[src/rtl/lc3_stim_sequencer.sv]
`default_nettype none
// ============================================================================
// Module   : lc3_stim_sequencer
// Brief    : Table-driven switch/button stimulus player with one-shot and
//            looping playback; each entry is held for a programmable count.
// Revision : 1.0  initial release
// ============================================================================
module lc3_stim_sequencer #(
    parameter int SW_W   = 16,
    parameter int NCH    = 3,
    parameter int HOLD_W = 8,
    parameter int DEPTH  = 16,
    localparam int AW    = $clog2(DEPTH)
) (
    input  logic                       Clk,
    input  logic                       Reset,
    input  logic                       wr_en,
    input  logic [AW-1:0]              wr_addr,
    input  logic [SW_W+NCH+HOLD_W-1:0] wr_data,
    input  logic [AW:0]                prog_len,
    input  logic                       loop_mode,
    input  logic                       start,
    input  logic                       stop,
    output logic [SW_W-1:0]            sw_out,
    output logic [NCH-1:0]             btn_n_out,
    output logic                       busy,
    output logic                       done,
    output logic [AW-1:0]              step_idx
);

    localparam int         DW      = SW_W + NCH + HOLD_W;
    localparam logic [AW:0] LEN_MAX = (AW+1)'(DEPTH);
    localparam logic [AW:0] LEN_ONE = (AW+1)'(1);

    typedef enum logic [1:0] {
        S_IDLE   = 2'd0,
        S_PLAY   = 2'd1,
        S_FINISH = 2'd2
    } state_t;

    state_t              state, state_nx;
    logic [DW-1:0]       entry_mem [DEPTH];
    logic [HOLD_W-1:0]   hold_cnt, hold_cnt_nx;
    logic [AW:0]         play_len, play_len_nx;
    logic                play_loop, play_loop_nx;
    logic [AW-1:0]       step_idx_nx;
    logic [SW_W-1:0]     sw_nx;
    logic [NCH-1:0]      btn_nx;
    logic                done_nx;

    logic                last;
    logic [AW-1:0]       rd_addr;
    logic [SW_W-1:0]     rd_sw;
    logic [NCH-1:0]      rd_btn;
    logic [HOLD_W-1:0]   rd_hold;
    logic [HOLD_W-1:0]   rd_hold_m1;

    // The read port always looks at the entry that would be loaded next:
    // entry 0 from idle or on wrap, otherwise the following step.
    assign last       = ({1'b0, step_idx} == (play_len - LEN_ONE));
    assign rd_addr    = (state == S_PLAY && !last) ? step_idx + AW'(1) : '0;
    assign {rd_sw, rd_btn, rd_hold} = entry_mem[rd_addr];
    assign rd_hold_m1 = (rd_hold == '0) ? '0 : rd_hold - HOLD_W'(1);
    assign busy       = (state == S_PLAY);

    always_ff @(posedge Clk) begin
        if (wr_en && state != S_PLAY) begin
            entry_mem[wr_addr] <= wr_data;
        end
    end

    always_ff @(posedge Clk) begin
        if (!Reset) begin
            state     <= S_IDLE;
            hold_cnt  <= '0;
            play_len  <= '0;
            play_loop <= 1'b0;
            step_idx  <= '0;
            sw_out    <= '0;
            btn_n_out <= '1;
            done      <= 1'b0;
        end else begin
            state     <= state_nx;
            hold_cnt  <= hold_cnt_nx;
            play_len  <= play_len_nx;
            play_loop <= play_loop_nx;
            step_idx  <= step_idx_nx;
            sw_out    <= sw_nx;
            btn_n_out <= btn_nx;
            done      <= done_nx;
        end
    end

    always_comb begin
        state_nx     = state;
        hold_cnt_nx  = hold_cnt;
        play_len_nx  = play_len;
        play_loop_nx = play_loop;
        step_idx_nx  = step_idx;
        sw_nx        = sw_out;
        btn_nx       = btn_n_out;
        done_nx      = 1'b0;

        case (state)
            S_IDLE: begin
                sw_nx       = '0;
                btn_nx      = '1;
                step_idx_nx = '0;
                hold_cnt_nx = '0;
                if (start && !stop) begin
                    if (prog_len == '0) begin
                        state_nx = S_FINISH;
                        done_nx  = 1'b1;
                    end else begin
                        state_nx     = S_PLAY;
                        play_len_nx  = (prog_len > LEN_MAX) ? LEN_MAX : prog_len;
                        play_loop_nx = loop_mode;
                        sw_nx        = rd_sw;
                        btn_nx       = rd_btn;
                        hold_cnt_nx  = rd_hold_m1;
                    end
                end
            end
            S_PLAY: begin
                if (stop) begin
                    state_nx    = S_IDLE;
                    sw_nx       = '0;
                    btn_nx      = '1;
                    step_idx_nx = '0;
                    hold_cnt_nx = '0;
                end else if (hold_cnt != '0) begin
                    hold_cnt_nx = hold_cnt - HOLD_W'(1);
                end else if (last && !play_loop) begin
                    state_nx    = S_FINISH;
                    done_nx     = 1'b1;
                    sw_nx       = '0;
                    btn_nx      = '1;
                    step_idx_nx = '0;
                end else begin
                    step_idx_nx = last ? '0 : step_idx + AW'(1);
                    sw_nx       = rd_sw;
                    btn_nx      = rd_btn;
                    hold_cnt_nx = rd_hold_m1;
                end
            end
            S_FINISH: begin
                state_nx = S_IDLE;
            end
            default: begin
                state_nx = S_IDLE;
            end
        endcase
    end

endmodule
`default_nettype wire
[config.mk]
export PLATFORM = sky130hd
export DESIGN_NAME = lc3_stim_sequencer
export DESIGN_NICKNAME = d
export VERILOG_FILES = /design/src/rtl/lc3_stim_sequencer.sv
export SDC_FILE = /design/constraint.sdc
export NUM_CORES = 1
export LEC_CHECK = 0
export CAP_MARGIN = 20
export CORE_MARGIN = 2
export CORE_UTILIZATION = 25
export DETAILED_ROUTE_END_ITERATION = 8
export GPL_ROUTABILITY_DRIVEN = 0
export HOLD_SLACK_MARGIN = 0.03
export PLACE_DENSITY = 0.36
export SLEW_MARGIN = 40
export SYNTH_ARGS = -nofsm -noshare
export SYNTH_HDL_FRONTEND = slang
export SYNTH_SLANG_ARGS = --single-unit
[constraint.sdc]
create_clock -name Clk -period 9.7 [get_ports Clk]
set_input_delay 1.94 -clock Clk [delete_from_list [all_inputs] [get_ports Clk]]
set_output_delay 1.94 -clock Clk [all_outputs]
set_load 0.005 [all_outputs]
==> flow_metrics.env <==
export IMPL_synthCells=1479
export IMPL_register_area_um2=13800
export IMPL_cellInternalPower_mw=3.45
export IMPL_syn_cell_area_um2=19300
export IMPL_grt_start_max_net_pins=78
export IMPL_combPwrFrac_pct=5.4
export IMPL_post_synth_top_area_cell="edfxtp_1"
export IMPL_post_route_setup_tns_ps=0
export IMPL_worst_setup_path_start_kind="register"
export IMPL_worst_ir_drop_vdd_mv=0.123
export IMPL_outcome="finished clean"
export IMPL_final_min_period_over_clock_period_pct=47.4
export IMPL_core_area_um2=76200
export IMPL_grt_pass1_vias=12553
export IMPL_cts_root_to_sink_buffers=3
export IMPL_post_cts_buffers=0
export IMPL_synth_seq_cells=472
export IMPL_power_density_cell_area_nw_per_um2=194
export IMPL_hold_class="register to register"
export IMPL_drt_pass1_iterations=5
export IMPL_drt_vias_per_instance=4.70
export IMPL_area_growth_synth_to_final_pct=19.3
export IMPL_hold_viol_final=0
export IMPL_cts_tree="yes"
export IMPL_crit_path_end_kind="register"
export IMPL_wl_met3_um=1910
export IMPL_switching_power_mw=1.02
export IMPL_slew_headroom_pct=44.5
export IMPL_seqPwrFrac_pct=50.6
export IMPL_cp_max_fo=12
export IMPL_finalClockSkew_ps=20.8
export IMPL_met2RoutedLength_um=30600
export IMPL_setup_violations=0
export IMPL_row_count=101
export IMPL_synth_top_cells_by_area="edfxtp_1, nand2_1, dfxtp_1"
export IMPL_die_height_um=282
export IMPL_fp_dieArea_um2=79400
export IMPL_finalInstanceArea_um2=23000
export IMPL_yosys_most_used_dff="edfxtp_1"
export IMPL_n_fill_cell=7646
export IMPL_ys_async_sr_fraction_pct=0
export IMPL_worst_pin_slew_ps=832
export IMPL_final_routed_wire_length_divided_by_cell_count_um=24.0
export IMPL_synth_edf_count=432
export IMPL_detailroute_via_count=12324
export IMPL_yosys_cell_count_top_type="edfxtp_1"
export IMPL_post_cts_hold_buffer_count=0
export IMPL_placed_area_um2=21300
export IMPL_count_of_maximum_capacitance_violations=0
export IMPL_cts_reportedPaths_clkPinSlew_ps=60
export IMPL_ios=67
export IMPL_swShare_pct=22.9
export IMPL_cts_bufs_inserted=54
export IMPL_multi_input_comb_area_um2=5280
export IMPL_route_detailed_drc=0
export IMPL_clock_power_share_pct=44.0
export IMPL_rsz0062_at_grt="false"
export IMPL_post_cts_resized_instances=0
export IMPL_synth_cell_types=73
export IMPL_synth_yosys_warnings=0
export IMPL_grt_overflow_total=0
export IMPL_floorplan_die_width_um=282
export IMPL_htreeDepth=2
export IMPL_data_arrival_time_of_the_critical_path_ps=5060
export IMPL_worstSetupPathType="register to register"
export IMPL_worst_ep_required_time_ps=10160
export IMPL_highest_signal_layer="met4"
export IMPL_synthesis_area_per_instance_um2=13.0
export IMPL_num_nets_final=1598
export IMPL_clk_latency_ps=610
export IMPL_ant_nets=0
export IMPL_drt_total_wl_um=63100
export IMPL_finalPower_mw=4.47
export IMPL_maxSlewViolCount=0
export IMPL_n_antenna_cell=0
export IMPL_cts_root_buf="clkbuf_16"
export IMPL_detail_route_iter0_violations=821
export IMPL_synth_cells_most_frequent="edfxtp_1, nand2_1, nand3_1, a21oi_1, clkbuf_1"
export IMPL_total_number_of_clock_tree_sinks=472
export IMPL_antenna_found_initial=0
export IMPL_share_of_yosys_cell_area_claimed_by_the_top_area_cell_type_pct=67.2
export IMPL_detail_route_wirelength_met1_um=29500
export IMPL_syn_nets=1527
export IMPL_detailedPlacementHpwl_um=33800
export IMPL_clock_fmax_ghz=0.217
export IMPL_final_layout_size_suffix_gt1_share_pct=10.6
export IMPL_synth_sequential_area_ratio_pct=71.4
export IMPL_final_min_clock_period_ps=4600
export IMPL_initial_utilization_pct=25.3
export IMPL_grt_first_pass_wirelength_um=91500
export IMPL_static_leak_nw=7.27
export IMPL_grt_usage_pct=15.9
export IMPL_io_buffers=66
==> layer usage <==
| metal | vias to the layer above | global-route usage, % |
|---|---|---|
| li1 | 5706 | - |
| met1 | 6351 | 21.5 |
| met2 | 200 | 26.9 |
| met3 | 67 | 2.10 |
| met4 | 0 | 3.59 |
| met5 | - | 0 |
==> power by group through the flow <==
stage | logic [mW] | clock network, mW | registers [mW]
3_5_place_dp | 0.248 | 0 | 2.30
5_1_grt | 0.267 | 2.10 | 2.26
3_3_place_gp | 0.249 | 0 | 2.30
6_report | 0.243 | 1.97 | 2.26
4_1_cts | 0.249 | 2.03 | 2.26
2_1_floorplan | 0.126 | 0 | 2.30
==> cell families after synthesis <==
family | synth area share [%]
AND/OR/NAND/NOR | 12.9
buffers and inverters | 2.26
multiplexers | 2.19
flip-flops | 71.4
XOR/XNOR | 0.947
adder cells (fa/ha/maj) | 0.389
AO/OA/AOI/OAI | 9.96
==> placed cells by master, fill, tap and decap left out, types with 22 or more instances in the layout <==
cell type	count
a21oi_1	109
a32o_1	32
buf_4	38
clkbuf_16	54
clkdlybuf4s50_1	66
dfxtp_1	39
edfxtp_1	432
mux2i_1	22
nand2_1	274
nand3_1	119
nor2_1	37
nor3_1	42
o21ai_0	47
==> cell type report <==
type                            count  area share (%)
Sequential cell                   472            59.9
Multi-Input combinational cell    905            22.9
Clock buffer                       77            6.46
Tap cell                         1030            5.60
Timing Repair Buffer              105            4.16
Clock inverter                     23           0.783
Inverter                           12           0.196
==> path summary, 6_finish.rpt <==
path	slack (ps)	start	end	depth (start not counted)
setup reg to reg	5100	step_idx[2]	hold_cnt[6]	14
hold / removal	450	sw_out[8]	sw_out[8]	2
hold reg to reg	450	sw_out[8]	sw_out[8]	2
setup / recovery	5100	step_idx[2]	hold_cnt[6]	14
==> registers in the layout (all words and copies together), names as in the netlist <==
signal     cells
done           1
entry_mem    432
play_loop      1
play_len       5
state          2
sw_out        16
hold_cnt       8
step_idx       4
btn_n_out      3
==> critical path, stage by stage (launching register included) <==
cell and delay (ps):
dfxtp_1 680, nand3_1 240, xnor2_1 670, nand2_1 410, nor2_4 600, buf_4 400
o311a_1 230, a311oi_2 80, inv_1 130, ha_1 210, inv_1 60, nor4b_2 310
xnor2_1 180, o22a_1 170, a21oi_1 60
==> metrics by stage <==
step | hold WS, ps | cells | utilization (%) | setup WS [ps]
3_3_place_gp | 451 | 2524 | 28.0 | 5020
5_1_grt | 478 | 2624 | 30.2 | 4780
3_5_place_dp | 446 | 2524 | 28.0 | 5130
2_1_floorplan | 443 | 1479 | - | 5010
4_1_cts | 455 | 2624 | 30.2 | 5120
6_report | 451 | 2624 | 30.2 | 5100
No activity file was read; power rests on OpenSTA's default activity.
